## src/rtl/load_store_unit_if.sv

```systemverilog
// Core request/response channel and word-memory port of the load/store unit.
// slave: the LSU side; master: the core plus memory environment.
interface load_store_unit_if;
    logic        req_valid;
    logic        req_ready;
    logic        req_we;
    logic [1:0]  req_size;
    logic        req_signed;
    logic [31:0] req_addr;
    logic [31:0] req_wdata;
    logic        resp_valid;
    logic [31:0] resp_rdata;
    logic        resp_err;
    logic        mem_write_en;
    logic [31:0] mem_addr;
    logic [31:0] mem_write_data;
    logic [31:0] mem_read_data;

    modport slave (
        input  req_valid, req_we, req_size, req_signed, req_addr, req_wdata, mem_read_data,
        output req_ready, resp_valid, resp_rdata, resp_err, mem_write_en, mem_addr, mem_write_data
    );

    modport master (
        output req_valid, req_we, req_size, req_signed, req_addr, req_wdata, mem_read_data,
        input  req_ready, resp_valid, resp_rdata, resp_err, mem_write_en, mem_addr, mem_write_data
    );
endinterface

```

## src/rtl/load_store_unit.sv

```systemverilog
// Byte-addressed load/store front end for a word-addressed data memory.
// Optional macro LSU_ALIGN_CHECK_EN turns misaligned half/word accesses into errors.
module load_store_unit #(
    parameter int unsigned MEM_WORDS = 1024
) (
    input  logic               clk,
    input  logic               rst,
    load_store_unit_if.slave   bus
);

    localparam int unsigned DATA_W     = 32;
    localparam int unsigned ADDR_W     = 32;
    localparam int unsigned HALF_W     = 16;
    localparam logic [ADDR_W:0] ADDR_LIMIT = (ADDR_W+1)'(MEM_WORDS) << 2;

    localparam logic [1:0] SZ_BYTE = 2'b00;
    localparam logic [1:0] SZ_HALF = 2'b01;
    localparam logic [1:0] SZ_WORD = 2'b10;
    localparam logic [1:0] SZ_RSVD = 2'b11;

    typedef enum logic [1:0] {
        IDLE   = 2'd0,
        ACCESS = 2'd1,
        WRITE  = 2'd2,
        RESP   = 2'd3
    } state_t;

    state_t state_q, state_d;

    // Latched request fields
    logic              we_q;
    logic [1:0]        size_q;
    logic              signed_q;
    logic [1:0]        lane_q;
    logic [HALF_W-1:0] wdata_q;

    // Registered outputs and their next values
    logic              req_ready_q,      req_ready_d;
    logic              resp_valid_q,     resp_valid_d;
    logic              resp_err_q,       resp_err_d;
    logic [DATA_W-1:0] resp_rdata_q,     resp_rdata_d;
    logic              mem_write_en_q,   mem_write_en_d;
    logic [ADDR_W-1:0] mem_addr_q,       mem_addr_d;
    logic [DATA_W-1:0] mem_write_data_q, mem_write_data_d;

    logic              accept_c;
    logic              req_bad_c;
    logic [1:0]        req_lane_c;
    logic [DATA_W-1:0] load_value_c;
    logic [DATA_W-1:0] merge_value_c;

    // Request decode: acceptance, error classification and lane after alignment forcing
    always_comb begin
        accept_c  = bus.req_valid && (state_q == IDLE);
        req_bad_c = (bus.req_size == SZ_RSVD) || ({1'b0, bus.req_addr} >= ADDR_LIMIT);
`ifdef LSU_ALIGN_CHECK_EN
        if ((bus.req_size == SZ_HALF && bus.req_addr[0]) ||
            (bus.req_size == SZ_WORD && bus.req_addr[1:0] != 2'b00)) begin
            req_bad_c = 1'b1;
        end
`endif
        case (bus.req_size)
            SZ_HALF: req_lane_c = {bus.req_addr[1], 1'b0};
            SZ_WORD: req_lane_c = 2'b00;
            default: req_lane_c = bus.req_addr[1:0];
        endcase
    end

    // Lane select and extension of the memory word for loads
    always_comb begin
        logic [7:0]        byte_sel;
        logic [HALF_W-1:0] half_sel;
        byte_sel     = 8'(bus.mem_read_data >> {lane_q, 3'b000});
        half_sel     = lane_q[1] ? bus.mem_read_data[31:16] : bus.mem_read_data[15:0];
        load_value_c = '0;
        case (size_q)
            SZ_BYTE: load_value_c = signed_q ? {{24{byte_sel[7]}}, byte_sel}
                                             : {24'h0, byte_sel};
            SZ_HALF: load_value_c = signed_q ? {{16{half_sel[15]}}, half_sel}
                                             : {16'h0, half_sel};
            SZ_WORD: load_value_c = bus.mem_read_data;
            default: load_value_c = '0;
        endcase
    end

    // Read-modify-write merge: replace the target lane(s) of the current memory word
    always_comb begin
        logic [4:0] shift;
        shift         = {lane_q, 3'b000};
        merge_value_c = bus.mem_read_data;
        if (size_q == SZ_BYTE) begin
            merge_value_c = (bus.mem_read_data & ~(32'h0000_00FF << shift)) |
                            (DATA_W'(wdata_q[7:0]) << shift);
        end else if (lane_q[1]) begin
            merge_value_c = {wdata_q, bus.mem_read_data[15:0]};
        end else begin
            merge_value_c = {bus.mem_read_data[31:16], wdata_q};
        end
    end

    // State register
    always_ff @(posedge clk or negedge rst) begin
        if (!rst) state_q <= IDLE;
        else      state_q <= state_d;
    end

    // Next-state logic
    always_comb begin
        state_d = state_q;
        case (state_q)
            IDLE: begin
                if (accept_c) state_d = req_bad_c ? RESP : ACCESS;
            end
            ACCESS: begin
                state_d = (we_q && size_q != SZ_WORD) ? WRITE : RESP;
            end
            WRITE:   state_d = RESP;
            RESP:    state_d = IDLE;
            default: state_d = IDLE;
        endcase
    end

    // Output logic: next values of the registered outputs, aligned with state_d
    always_comb begin
        req_ready_d      = (state_d == IDLE);
        resp_valid_d     = (state_d == RESP);
        resp_err_d       = 1'b0;
        resp_rdata_d     = '0;
        mem_write_en_d   = 1'b0;
        mem_addr_d       = mem_addr_q;
        mem_write_data_d = mem_write_data_q;
        case (state_q)
            IDLE: begin
                if (accept_c) begin
                    if (req_bad_c) begin
                        resp_err_d = 1'b1;
                    end else begin
                        mem_addr_d = {2'b00, bus.req_addr[ADDR_W-1:2]};
                        if (bus.req_we && bus.req_size == SZ_WORD) begin
                            mem_write_en_d   = 1'b1;
                            mem_write_data_d = bus.req_wdata;
                        end
                    end
                end
            end
            ACCESS: begin
                if (!we_q) begin
                    resp_rdata_d = load_value_c;
                end else if (size_q != SZ_WORD) begin
                    mem_write_en_d   = 1'b1;
                    mem_write_data_d = merge_value_c;
                end
            end
            default: ;
        endcase
    end

    // Output registers and request latch
    always_ff @(posedge clk or negedge rst) begin
        if (!rst) begin
            req_ready_q      <= 1'b1;
            resp_valid_q     <= 1'b0;
            resp_err_q       <= 1'b0;
            resp_rdata_q     <= '0;
            mem_write_en_q   <= 1'b0;
            mem_addr_q       <= '0;
            mem_write_data_q <= '0;
            we_q             <= 1'b0;
            size_q           <= SZ_BYTE;
            signed_q         <= 1'b0;
            lane_q           <= 2'b00;
            wdata_q          <= '0;
        end else begin
            req_ready_q      <= req_ready_d;
            resp_valid_q     <= resp_valid_d;
            resp_err_q       <= resp_err_d;
            resp_rdata_q     <= resp_rdata_d;
            mem_write_en_q   <= mem_write_en_d;
            mem_addr_q       <= mem_addr_d;
            mem_write_data_q <= mem_write_data_d;
            if (accept_c) begin
                we_q     <= bus.req_we;
                size_q   <= bus.req_size;
                signed_q <= bus.req_signed;
                lane_q   <= req_lane_c;
                wdata_q  <= bus.req_wdata[HALF_W-1:0];
            end
        end
    end

    assign bus.req_ready      = req_ready_q;
    assign bus.resp_valid     = resp_valid_q;
    assign bus.resp_err       = resp_err_q;
    assign bus.resp_rdata     = resp_rdata_q;
    assign bus.mem_write_en   = mem_write_en_q;
    assign bus.mem_addr       = mem_addr_q;
    assign bus.mem_write_data = mem_write_data_q;

endmodule

```

## src/flat_wrapper.sv

```systemverilog
// flat-port wrapper written by rule: the top's interface ports become plain ports
module load_store_unit_flat 
#(
    parameter int unsigned MEM_WORDS = 1024
)
  (clk, rst, bus_req_valid, bus_req_we, bus_req_size, bus_req_signed, bus_req_addr, bus_req_wdata, bus_mem_read_data, bus_req_ready, bus_resp_valid, bus_resp_rdata, bus_resp_err, bus_mem_write_en, bus_mem_addr, bus_mem_write_data);
  load_store_unit_if bus_i ();
  input  logic clk;
  input  logic rst;
  input wire logic [$bits(bus_i.req_valid)-1:0] bus_req_valid;
  input wire logic [$bits(bus_i.req_we)-1:0] bus_req_we;
  input wire logic [$bits(bus_i.req_size)-1:0] bus_req_size;
  input wire logic [$bits(bus_i.req_signed)-1:0] bus_req_signed;
  input wire logic [$bits(bus_i.req_addr)-1:0] bus_req_addr;
  input wire logic [$bits(bus_i.req_wdata)-1:0] bus_req_wdata;
  input wire logic [$bits(bus_i.mem_read_data)-1:0] bus_mem_read_data;
  output wire logic [$bits(bus_i.req_ready)-1:0] bus_req_ready;
  output wire logic [$bits(bus_i.resp_valid)-1:0] bus_resp_valid;
  output wire logic [$bits(bus_i.resp_rdata)-1:0] bus_resp_rdata;
  output wire logic [$bits(bus_i.resp_err)-1:0] bus_resp_err;
  output wire logic [$bits(bus_i.mem_write_en)-1:0] bus_mem_write_en;
  output wire logic [$bits(bus_i.mem_addr)-1:0] bus_mem_addr;
  output wire logic [$bits(bus_i.mem_write_data)-1:0] bus_mem_write_data;
  assign bus_i.req_valid = bus_req_valid;
  assign bus_i.req_we = bus_req_we;
  assign bus_i.req_size = bus_req_size;
  assign bus_i.req_signed = bus_req_signed;
  assign bus_i.req_addr = bus_req_addr;
  assign bus_i.req_wdata = bus_req_wdata;
  assign bus_i.mem_read_data = bus_mem_read_data;
  assign bus_req_ready = bus_i.req_ready;
  assign bus_resp_valid = bus_i.resp_valid;
  assign bus_resp_rdata = bus_i.resp_rdata;
  assign bus_resp_err = bus_i.resp_err;
  assign bus_mem_write_en = bus_i.mem_write_en;
  assign bus_mem_addr = bus_i.mem_addr;
  assign bus_mem_write_data = bus_i.mem_write_data;
  load_store_unit #(.MEM_WORDS(MEM_WORDS)) u_core (.clk(clk), .rst(rst), .bus(bus_i));
endmodule
```

## config.mk

```make
export PLATFORM = sky130hd
export DESIGN_NAME = load_store_unit_flat
export DESIGN_NICKNAME = d
export VERILOG_FILES = /design/src/rtl/load_store_unit_if.sv /design/src/rtl/load_store_unit.sv /design/src/flat_wrapper.sv
export SDC_FILE = /design/constraint.sdc
export NUM_CORES = 1
export LEC_CHECK = 0
export CAP_MARGIN = 20
export CORE_MARGIN = 3
export CORE_UTILIZATION = 50
export CTS_CLUSTER_SIZE = 28
export DETAILED_ROUTE_END_ITERATION = 16
export PLACE_DENSITY = 0.85
export SKIP_LAST_GASP = 1
export SLEW_MARGIN = 40
export SYNTH_ARGS = -nofsm -noshare
export SYNTH_HDL_FRONTEND = slang
export SYNTH_SLANG_ARGS = --single-unit
export TNS_END_PERCENT = 20
```

## constraint.sdc

```tcl
create_clock -name clk -period 3.75 [get_ports clk]
set_input_delay 0.5625 -clock clk [delete_from_list [all_inputs] [get_ports clk]]
set_output_delay 0.5625 -clock clk [all_outputs]
set_load 0.01 [all_outputs]
```

Word-level counts from Yosys, hierarchy flattened --
Cells that the tools add are included.
Storage, ports and cells: flip-flop bits (word level) 122, output and inout bits 100, word-level logic and storage cells 74
Operators by class: $lt $le $gt $ge 1, equality and inequality tests 15, shifts and indexed selects 3, mux-type cells 28, bitwise operators 4, reduce and logical (&&, ||, !) cells 10
Operators by type and width (count):
- 32-bit 2-to-1 mux | 11
- 32-bit case mux with 3 select lines | 1
- 32-bit case mux with 2 select lines | 1
- 32-bit bitwise AND | 1
- 32-bit by 13-bit greater-or-equal comparator with 1-bit output, second input constant | 1
- 32-bit inverter | 1
- 32-bit OR | 1
- 8-bit by 5-bit << shifter with 32-bit output | 1
- 8-bit by 5-bit << shifter with 32-bit output, first input constant | 1
- 32-bit by 5-bit right shift with 8-bit output | 1
- 16-bit 2-to-1 mux | 1
- 2-bit == test, second input constant | 6
- 1-bit 2-to-1 mux | 9
- 2-bit case mux with 4 select lines | 1
- 2-bit by 1-bit == test with 1-bit output, second input constant | 3
- 2-bit zero test | 3
- 2-bit by 1-bit != test with 1-bit output, second input constant | 3
- 2-bit != test, second input constant | 3
- 6-bit AND reduction | 1
- 2-bit 2-to-1 mux | 2
- 2-bit case mux with 2 select lines | 1
- 1-bit logical AND | 3
- 3-bit AND reduction | 1
- 1-bit case mux with 2 select lines | 1
- other kinds (3) | 3

Logic depth before layout (Yosys ltp) --
depth after elaboration 8, depth in mapped cells 8, gate-level depth less buffers 6

Worst setup path before layout --
OpenSTA, ideal clock, no wires.
path kind input -> register, start point input port bus_req_size[0], end point register u_core.mem_write_data_q[10], in the netlist u_core.bus.mem_write_data[10], library setup time 0.125 ns, arrival 2.062 ns, required time 3.625 ns, slack 1.563 ns, cell stages on the path 7, cells stage by stage ha_1 -> nor4_1 -> nand4_1 -> o41ai_2 -> nand2_2 -> buf_6 -> mux2_4
Between the ends: word-level cells in the longest chain between the ends 4, elaborated cells on any way between the ends 7, those cells by class eq/ne (4); reduce/logical (3)
RTL lines:
- start: declaration | RTL line flat_wrapper.sv:12 | input wire logic [$bits(bus_i.req_size)-1:0] bus_req_size;
- 2-bit == test (on tied branches) | RTL line load_store_unit.sv:55, load_store_unit.sv:139
- 1-bit logical OR or 1-bit logical AND (tied branches) | RTL line load_store_unit.sv:55, load_store_unit.sv:139
- 2-bit != test (no line)
- 6-bit AND reduction (no line) *
- end signal: assignment | RTL line load_store_unit.sv:180 | mem_write_data_q <= mem_write_data_d;
- end: declaration | RTL line load_store_unit.sv:44 | logic [DATA_W-1:0] mem_write_data_q, mem_write_data_d;
Mark *: on every way between the ends. The rest lies on a longest branch, timed or not. A chain may end at the register's enable or synchronous reset.

Final worst setup path --
start point input port bus_req_size[0], end point register u_core.mem_write_data_q[13], in the netlist u_core.bus.mem_write_data[13]
Same word-level chain as after synthesis.

==> impl_metrics.csv <==
group,metric,value,unit
synthesis,synth_cells,546,
critical_path,criticalPathCategory,"in2reg",
placed_design,dpl.hpwl,13700,µm
timing,final.period_utilization,71.2,%
grt,grtUsageMet2,47.0,%
pwr,finalPower,6700,µW
finish,final_area,0.00879,mm²
synthesis,ys_ff_latch,122,
synthesis,yosys_warnings,0,
clocking,insertion_delay,0.41,ns
critical_path,crit_path_start_kind,"input port",
grt,grt_max_degree,69,
die,die-width,117,µm
timing,tightest_slew,0.822,ns
finish,layout.nets,840,
clocking,cts_root_buffer,"clkbuf_16",
timing,final-max-slew-violation-count,0,
critical_path,crit_required,4.04,ns
synthesis,synth_area,0.00611,mm²
placed_design,gp_congestion,0.870,
finish,multiInputGateArea,0.00281,mm²
timing,hold_ws,0.142,ns
clocking,cts.sinks,122,
finish,fill_cells,752,
placed_design,io_buffers,200,
grt,grt_pass1_vias,5262,
pwr,max-vdd-ir-drop,0.506,mV
critical_path,critPathCaptureType,"flip-flop",
clocking,ctsHoldBuffers,0,
finish,drive_gt1_share,17.9,%
run_status,status,"finished clean",
synthesis,synth_top_area_cell,"dfrtp_1",
drt,post_drt_via_cell_ratio,5.71,
grt,overflow,0,
critical_path,cp_cell_sequence,"clkdlybuf4s50_1 > ha_1 > nor4_1 > nand4_1 > o41ai_2 > nand2_2 > buf_4 > mux2_4",
timing,finClkSkew,0.00872,ns
synthesis,synth_cell_types,44,
finish,synthToLayoutAreaGrowth,43.7,%
clocking,cts_tree,"built",
clocking,ctsHtreeMaxLevel,4,
drt,drtIter0Drc,415,
drt,drc_errors,0,
drt,dr_total_vias,5071,
critical_path,path_max_fanout,32,
die,rows,39,
critical_path,critPathSlowestCell,"clkdlybuf4s50_1",
placed_design,place_area,0.00819,mm²
critical_path,critPathArrivalTime,2.96,ns
synthesis,synth-edff-count,0,
clocking,cts_buffers,17,
synthesis,ys_top_cells_by_area,"dfrtp_1, mux2_2, mux2_4",
synthesis,yosysSeqAreaShare,49.9,%
drt,routed_wl,19000,µm
run,drv_cap,0,
critical_path,path_buf_inv,2,
die,ioPinCount,203,
clocking,cts_resized,0,
die,core-area,0.0117,mm²
finish,final_util,75.4,%
synthesis,synthFlopType,"dfrtp_1",
grt,grt_usage,28.4,%
die,initial_core_util,52.4,%
timing,fmaxAchievable,0.375,GHz
synthesis,yosysTopAreaCellShare,49.5,%
critical_path,max_stage_delay,0.45,ns
die,dieArea,0.0136,mm²
grt,antenna_found_initial,0,
die,dieHeight,117,µm
pwr,p_leak,0.00397,µW
grt,use_met3,6.11,%
grt,grt_busiest_layer,"met2",
timing,tns,0,ns
synthesis,async_reset_ff_share,100,%
timing,hold_viol,0,
drt,post_drt_wl_per_cell,21.4,µm
pwr,power_density,762,mW/mm²
grt,grt_util_met1,37.7,%
timing,fin_crit,2.67,ns
timing,max_slew_margin,45.1,%
finish,n_antenna_cell,0,
drt,detail-route-antenna-nets,0,
clocking,post_cts_buffers,0,
grt,grt_pass1_wl,29000,µm
clocking,clk_pin_slew,0.05,ns
drt,drtPass1Iterations,5,
finish,ff_latch_area,0.00306,mm²
clocking,clock_tree.buffer_depth,2,
timing,setup_viol,0,
critical_path,cpLargestDelayFamily,"buffers and inverters",
min_path,hold_class,"in2async",
synthesis,syn_area_per_cell,11.2,µm²
timing,rsz0062_at_grt,"no",
-- placed cells by master (no fill, tap or decap), types with 2 or more instances in the layout --
cell type	count
a211oi_1	8
a22oi_1	14
and3_1	8
conb_1	2
dfrtp_1	120
o21ai_0	32
bufinv_16	3
clkbuf_16	17
buf_4	6
o22ai_1	8
mux4_2	7
nand2b_1	5
nor2_1	31
clkdlybuf4s50_1	199
clkinv_2	4
o211ai_1	8
mux2_4	30
nor3_1	2
ha_1	4
nand2_1	44
o2111ai_1	2
nor2b_1	23
mux2i_1	25
inv_1	22
clkinvlp_4	4
clkbuf_1	2
nor4_1	3
a21oi_1	42
mux2_2	46
-- flip-flops by register name (all words and copies together) (netlist names), 2 cells and up --
register / count
u_core.size_q: 2
u_core.bus.mem_write_data: 32
u_core.bus.mem_addr: 30
u_core.state_q: 2
u_core.wdata_q: 16
u_core.bus.resp_rdata: 32
u_core.lane_q: 2
-- synthesized netlist by cell type (3+ instances only) --
cell / number
mux2i_1: 25
a211oi_1: 8
o21ai_0: 32
and3_1: 8
o22ai_1: 8
nor4_1: 3
clkbuf_1: 25
buf_2: 7
mux2_2: 46
dfrtp_1: 121
a21oi_1: 42
mux4_2: 7
nand2_1: 44
nor2b_1: 23
inv_1: 22
o211ai_1: 8
buf_6: 3
mux2_4: 30
a22oi_1: 14
nand2b_1: 5
ha_1: 5
buf_1: 4
nor2_1: 32
-- path summary, 6_finish.rpt --
check | start | to | slack [ns] | cells after the start
setup / recovery | bus_req_size[0] | u_core.bus.mem_write_data[13]$_DFFE_PN0P_ | 1.08 | 8
hold / removal | rst | u_core.bus.mem_addr[27]$_DFFE_PN0P_ | 0.14 | 1
setup reg to reg | u_core.lane_q[0]$_DFFE_PN0P_ | u_core.bus.mem_write_data[14]$_DFFE_PN0P_ | 1.14 | 5
hold reg to reg | u_core.bus.mem_addr[6]$_DFFE_PN0P_ | u_core.bus.mem_addr[6]$_DFFE_PN0P_ | 0.50 | 1
max in group asynchronous | rst | u_core.bus.resp_rdata[30]$_DFF_PN0_ | 2.90 | 2
min in group clk | u_core.bus.mem_addr[6]$_DFFE_PN0P_ | u_core.bus.mem_addr[6]$_DFFE_PN0P_ | 0.50 | 1
-- through the flow --
stage	worst slack (ns)	instances
floorplan	1.56	547
global placement	0.736	856
detailed placement	0.656	856
CTS	1.08	888
global route	0.964	888
finish	1.08	888
-- cells by family (layout without fill, tap and decap cells) --
| group | Yosys count | count (layout) | share of synthesized area [%] |
|---|---|---|---|
| AOI/OAI and AO/OA | 122 | 122 | 12.2 |
| and+or+nand+nor | 125 | 125 | 9.80 |
| other | 1 | 2 | 0.0613 |
| muxes | 108 | 108 | 22.5 |
| buffers and inverters | 63 | 261 | 4.50 |
| adders and majority gates | 5 | 5 | 1.02 |
| DFF | 122 | 122 | 49.9 |
-- worst reg2reg max path, cell delays in order, from the launching register on --
cell      delay [ns]
dfrtp_1         0.67
nor2b_1         0.74
mux2_2          0.41
o211ai_1        0.21
o21ai_0         0.16
mux2_4          0.30
-- layer usage --
metal / wire length, µm / part of all wire, %
met2: 9620 / 51
met3: 1280 / 6.7
met5: 0 / 0
met4: 419 / 2.2
met1: 7700 / 40
-- where the power goes --
part,switching (µW),total (µW),internal [µW]
logic,1400,2970,1570
registers,353,2080,1720
clock network,590,1650,1060
total,2350,6700,4350
-- final cells by class --
| type | count | share of cell area (%) |
|---|---|---|
| clock buffers | 20 | 5.08 |
| clock inverters | 12 | 1.69 |
| inverters | 22 | 0.940 |
| multi-input cells | 362 | 31.9 |
| flip-flops and latches | 122 | 34.8 |
| well taps | 143 | 2.04 |
| repair buffers | 207 | 23.5 |
No activity file was read; power rests on OpenSTA's default activity.
